File: config.mk
export PLATFORM = sky130hd
export DESIGN_NAME = main_memory_port_arbiter
export DESIGN_NICKNAME = d
export VERILOG_FILES = /design/src/rtl/main_memory_port_arbiter.sv
export SDC_FILE = /design/constraint.sdc
export NUM_CORES = 1
export LEC_CHECK = 0
export CAP_MARGIN = 20
export CORE_AREA = 2 2 117 119
export CTS_BUF_LIST = sky130_fd_sc_hd__clkbuf_8
export DETAILED_ROUTE_END_ITERATION = 6
export DIE_AREA = 0 0 119 121
export GPL_ROUTABILITY_DRIVEN = 1
export PLACE_DENSITY = 0.7
export RECOVER_POWER = 100
export SETUP_SLACK_MARGIN = 0.5
export SYNTH_ARGS = -nofsm -noshare
export SYNTH_HDL_FRONTEND = slang
export SYNTH_SLANG_ARGS = --single-unit
File: constraint.sdc
create_clock -name clk -period 1.6 [get_ports clk]
set_input_delay 0.32 -clock clk [delete_from_list [all_inputs] [get_ports clk]]
set_output_delay 0.32 -clock clk [all_outputs]
set_load 0.05 [all_outputs]
File: src/rtl/main_memory_port_arbiter.sv
// rtl/main_memory_port_arbiter.sv - two-requester main-memory port arbiter (data priority, fetch starvation guard)
module main_memory_port_arbiter #(
    parameter int ADDR_WIDTH   = 32,
    parameter int DATA_WIDTH   = 32,
    parameter int STARVE_LIMIT = 3
) (
    input  logic                  clk,
    input  logic                  rst,
    input  logic                  fetch_req_valid,
    input  logic [ADDR_WIDTH-1:0] fetch_req_addr,
    output logic                  fetch_req_ready,
    output logic                  fetch_resp_valid,
    output logic [DATA_WIDTH-1:0] fetch_resp_data,
    input  logic                  data_req_valid,
    input  logic                  data_req_write,
    input  logic [ADDR_WIDTH-1:0] data_req_addr,
    input  logic [DATA_WIDTH-1:0] data_req_wdata,
    output logic                  data_req_ready,
    output logic                  data_resp_valid,
    output logic [DATA_WIDTH-1:0] data_resp_data,
    input  logic                  flush,
    output logic [ADDR_WIDTH-1:0] mem_read_address,
    input  logic [DATA_WIDTH-1:0] mem_read_data,
    output logic [ADDR_WIDTH-1:0] mem_write_address,
    output logic [DATA_WIDTH-1:0] mem_write_data,
    output logic                  mem_write_enable,
    output logic [3:0]            starve_count
);

    localparam logic [0:0] PRIO_DATA  = 1'b0;
    localparam logic [0:0] PRIO_FETCH = 1'b1;
    localparam logic [4:0] LIMIT      = 5'(STARVE_LIMIT);

    logic [0:0]            state;
    logic [0:0]            state_next;
    logic                  fetch_eligible;
    logic                  fetch_grant;
    logic                  data_grant;
    logic                  data_store;
    logic                  streak_hit;
    logic [3:0]            starve_next;
    logic                  fetch_valid_q;
    logic                  data_valid_q;
    logic [DATA_WIDTH-1:0] fetch_data_q;
    logic [DATA_WIDTH-1:0] data_data_q;

    // A flushed fetch is treated as absent for arbitration and streak tracking.
    assign fetch_eligible = fetch_req_valid & ~flush;
    assign streak_hit     = ({1'b0, starve_count} + 5'd1) == LIMIT;

    always_comb begin
        fetch_grant = 1'b0;
        data_grant  = 1'b0;
        if (rst) begin
            if (state == PRIO_FETCH) begin
                fetch_grant = fetch_eligible;
                data_grant  = data_req_valid & ~fetch_eligible;
            end else begin
                data_grant  = data_req_valid;
                fetch_grant = fetch_eligible & ~data_req_valid;
            end
        end
    end

    assign fetch_req_ready = fetch_grant;
    assign data_req_ready  = data_grant;
    assign data_store      = data_grant & data_req_write;

    assign mem_read_address  = fetch_grant ? fetch_req_addr :
                               (data_grant ? data_req_addr : '0);
    assign mem_write_enable  = data_store;
    assign mem_write_address = data_store ? data_req_addr  : '0;
    assign mem_write_data    = data_store ? data_req_wdata : '0;

    always_comb begin
        starve_next = starve_count;
        if (!fetch_eligible || fetch_grant) begin
            starve_next = 4'd0;
        end else if (data_grant && ({1'b0, starve_count} != LIMIT)) begin
            starve_next = starve_count + 4'd1;
        end
    end

    always_comb begin
        state_next = state;
        case (state)
            PRIO_DATA: begin
                if (data_grant && fetch_eligible && streak_hit) begin
                    state_next = PRIO_FETCH;
                end
            end
            PRIO_FETCH: begin
                if (fetch_grant || !fetch_eligible) begin
                    state_next = PRIO_DATA;
                end
            end
            default: state_next = PRIO_DATA;
        endcase
    end

    always_ff @(posedge clk) begin
        if (!rst) begin
            state         <= PRIO_DATA;
            starve_count  <= 4'd0;
            fetch_valid_q <= 1'b0;
            data_valid_q  <= 1'b0;
            fetch_data_q  <= '0;
            data_data_q   <= '0;
        end else begin
            state         <= state_next;
            starve_count  <= starve_next;
            fetch_valid_q <= fetch_grant;
            data_valid_q  <= data_grant;
            if (fetch_grant) begin
                fetch_data_q <= mem_read_data;
            end
            if (data_grant) begin
                data_data_q <= data_req_write ? '0 : mem_read_data;
            end
        end
    end

    // A fetch response landing in a flush cycle belongs to the squashed path.
    assign fetch_resp_valid = fetch_valid_q & ~flush;
    assign fetch_resp_data  = fetch_data_q;
    assign data_resp_valid  = data_valid_q;
    assign data_resp_data   = data_data_q;

endmodule

# == Word-level counts from Yosys, hierarchy flattened ==
# Cells that the tools add are included.
# totals
mem_bits_rw,0
mem_count,0
input_bits,134
ff_bits,71
latchBits,0
mem_bits_ro,0
out_inout_bits,169
# classes
n_mul,0
order_cmp,0
bitwise,10
shifts,0
addsub,2
eq_ne,2
reduce_logical,6
n_div,0
mux,12
# ops
op,count
two-way mux 32 bit,5
two-way mux 1 bit,6
adder 4 x 1 -> 5 bit (second input constant),1
AND 1 bit,5
equality test 5 x 2 -> 1 bit (second input constant),1
inverter 1 bit,5
adder 4 x 1 -> 4 bit (second input constant),1
inequality test 4 x 2 -> 1 bit (second input constant),1
logical AND 1 bit,3
one-hot mux 1 bit (2 select lines),1
OR reduction 2 bit,1
logical NOT 1 bit,1
logical OR 1 bit,1

# == Longest topological paths before layout ==
# depth
depth_word,10
mapped_depth,6
mapped_depth_nobuf,4

# == Least setup slack after synthesis ==
# Ideal clock, no wire load.
# synth_path
path_type,in2out
startpoint,input rst
endpoint,output mem_write_data[22]
required_time_ns,1.280
t_arrival_ns,1.967
path_slack_ns,-0.687
stages,5
path_cell_list,and2_1 > and3_1 > clkbuf_1 > clkbuf_1 > and2_1
# synth_between
elab_chain_len,3
# synth_lines
element,line,source
"start, declared",8,"input logic rst,"
two-way mux 1 bit,54,if (rst) begin
AND 1 bit,67,assign data_store = data_grant & data_req_write;
via mem_write_enable,26,"output logic mem_write_enable,"
two-way mux 32 bit,73,assign mem_write_data = data_store ? data_req_wdata : '0;
"end, declared",25,"output logic [DATA_WIDTH-1:0] mem_write_data,"
# The timed path passes the listed nets, and every way through them passes these cells.

# == Worst setup path after layout ==
# layout_path
startpoint,input data_req_write
endpoint,output mem_write_address[22]
# layout_between
elab_chain_len,2
# layout_lines
element,line,source
"start, declared",15,"input logic data_req_write,"
AND 1 bit,67,
two-way mux 32 bit,72,assign mem_write_address = data_store ? data_req_addr : '0;
"end, declared",24,"output logic [ADDR_WIDTH-1:0] mem_write_address,"
# No other way between the ends.

==> flow_summary.ini <==
[critical_path]
crit_arrival_ns = 1.66
r2r-end = data_resp_data[19]$_SDFFE_PN0N_
criticalPathCategory = primary input to primary output
path_max_fanout = 5
ff2ff_path_depth = 7
critPathCaptureType = primary output
timing.rr.start = state$_SDFF_PN0_
cp.required_ns = 1.28
critPathLaunchType = primary input
timing.reg2reg.setup_slack_ns = -0.23

[placement]
io_buffers = 302
place_ws_ns = -0.528
placed_cell_area_sq_um = 8340
dp_hpwl_um = 13600
place_congestion = 0.893

[sta]
timing.hold.ws_ns = 0.461
max_clock_freq_mhz = 505
slew_headroom_pct = 58.5
maxSlewViolCount = 0
tightest_slew_ns = 0.622
rsz0062_at_grt = yes
finalCriticalPeriod_ns = 1.98
fin_setup_tns_ns = -39.99
setup_viol = 131
hold_viol_final = 0
finClkSkew_ns = 0.00918
setup_ws_ns = -0.382
fin_crit_sh_pct = 124

[synthesis]
yosysTopAreaCell = dfxtp_1
synth-edff-count = 0
yosysSeqAreaShare_pct = 38.0
synthMuxAreaShare_pct = 8.57
synth_top_family_by_area = simple AND/OR/NAND/NOR gates
netlist_top_cells_count = dfxtp_1, and2_1, inv_1, nand2_1
ys_ff_latch = 71
ys.flop_type = dfxtp_1
yosys.area_share.adder_pct = 0.670
synth.area.top_cells = dfxtp_1, and2_1, mux2i_1
ys_types = 33
synth_area_sq_um = 3740
synthXorXnorAreaFrac_pct = 0.234
synth_most_common_cell = dfxtp_1
synth_top_area_share_pct = 38.0
synth_nets = 572
synth-compound-area-share_pct = 19.5
synthSimpleGateAreaFrac_pct = 24.3
synth_area_per_cell_sq_um = 8.57
ys_warn_count = 0
ys_async_sr_fraction_pct = 0
synth_cells = 436

[floorplanning]
coreArea_sq_um = 13100
fp.dieH_um = 121
start_util_pct = 28.6
rows = 42
die-area_sq_um = 14400
num_io_pins = 303
fp.dieW_um = 119

[power_and_ir_drop]
internal-power_mw = 3.87
leakage_nw = 4.94
p_sw_mw = 1.72
power.total_mw = 5.59
irDropWorstVdd_uv = 627
switching_share_pct = 30.7
power_frac_comb_pct = 36.2
p_per_area_nw_per_um2 = 561
power_frac_seq_pct = 33.1
p_clk_share_pct = 30.7

[cts]
ctsRootBufferMaster = clkbuf_8
clk_pin_slew_worst_paths_ns = 0.08
cts_tree = done
cts_hold_buf = 0
htree_levels = 3
clock_latency_ns = 0.35
clock-sinks = 71
clock_path_buffers = 2
cts_buffers = 9

[drt]
drt-total-wl_um = 22300
ant_nets = 0
drt_pass1_iterations = 4
drcViolationCount = 0
drt-wirelength-per-cell_um = 22.9
vias = 4791
drt_iter0_markers = 184
vias_per_cell = 4.94

[outcome]
violations = setup timing
outcome = complete, but fails checks

[global_routing]
overflow = 0
grt_max_degree = 69
grt_pass1_vias = 4831
grt_pass1_wl_um = 29800
gr-usage-all-layers_pct = 27.3
grt_antenna_before_repair = 0

[min_path]
hp-start = fetch_resp_data[14]$_SDFFE_PN0P_
holdCritPathClass = flip-flop to flip-flop
min_to = fetch_resp_data[14]$_SDFFE_PN0P_
whs_path_depth = 2

[final_layout]
design_area_sq_um = 9970
area_growth_pct = 167
num-fill-cells = 818
layout-drive-gt1-share_pct = 56.4
finalNetCount = 925
diodes = 0

[job]
max-cap-violations = 0
-- metal layers --
metal	wire, um	GRT usage [%]	vias to the layer above
li1	-	-	2219
met4	1040	12.9	0
met1	7950	28.5	2288
met3	1630	8.79	58
met2	11600	49.7	226
met5	0	0	-
-- per-stage QoR --
stage,std cells,utilization (%)
6_report,970,76.2
5_1_grt,970,76.2
2_1_floorplan,436,-
4_1_cts,944,74.2
3_5_place_dp,894,63.8
3_3_place_gp,894,63.8
-- registers in the layout (all words and copies together) (netlist names) --
register and cells:
data_resp_data 32, fetch_resp_data 32, starve_count 4, data_resp_valid 1
fetch_valid_q 1, state 1
-- cells in the final DEF (no fill, tap or decap), drive strengths merged, types with 2 or more instances in the layout --
master         count
a21boi            32
dlygate4sd2        2
dlymetal6s2s      35
buf              180
a22o              32
nand2             35
bufinv             3
and2              64
nand3              3
or4               32
clkbuf            44
nand3b             2
and3               2
inv               38
mux2i             32
ha                 2
dfxtp             71
o21ai             32
and2b              2
nor2               5
clkdlybuf4s50    129
nand2b             3
-- worst max-delay path by stage --
stage / start / end / slack (ns) / depth (start not counted)
2_1_floorplan: flush / mem_read_address[22] / -0.06 / 6
3_3_place_gp: flush / mem_read_address[1] / -0.50 / 7
3_5_place_dp: flush / mem_write_address[31] / -0.53 / 6
4_1_cts: state$_SDFF_PN0_ / mem_read_address[14] / -0.39 / 6
5_1_grt: state$_SDFF_PN0_ / mem_write_address[22] / -0.42 / 6
6_report: data_req_write / mem_write_address[22] / -0.38 / 6
-- cells by family after synthesis --
kind of cell / Yosys count
xor gates and xnor gates: 1
buffers and inverters: 75
adders and majority gates: 2
DFF: 71
AOI/OAI and AO/OA: 102
muxes: 32
and+or+nand+nor: 153
-- power by group through the flow --
stage | logic, mW | registers [mW] | clock network (mW)
floorplan | 0.701 | 2.07 | 0
global placement | 1.81 | 1.89 | 0
detailed placement | 1.83 | 1.89 | 0
CTS | 1.98 | 1.87 | 1.75
global route | 2.08 | 1.86 | 1.83
finish | 2.02 | 1.85 | 1.72
-- layout make-up --
type / instances / area [sq um] / share of cell area [%]
inverter: 35 / 139 / 1.39
tap: 176 / 220 / 2.21
clock buffer: 9 / 124 / 1.24
multi-input combinational: 290 / 2690 / 26.9
clock inverter: 7 / 113 / 1.13
timing repair buffer: 382 / 5170 / 51.9
sequential: 71 / 1520 / 15.2
-- repair_timing --
item | CTS | global route
gates resized for setup | 192 | 113
endpoints found under the setup margin | 240 | 240
hold endpoints to repair | 0 | 0
setup buffers | 23 | 16
gates cloned | 11 | 10
pin swaps | 24 | 36
-- worst max-delay path: stages --
cell and delay [ns]:
clkdlybuf4s50_1 0.50, and3_4 0.26, buf_12 0.15, clkbuf_16 0.15, and2_4 0.15, buf_12 0.13
Note: power is estimated with default switching activity, not from simulation.
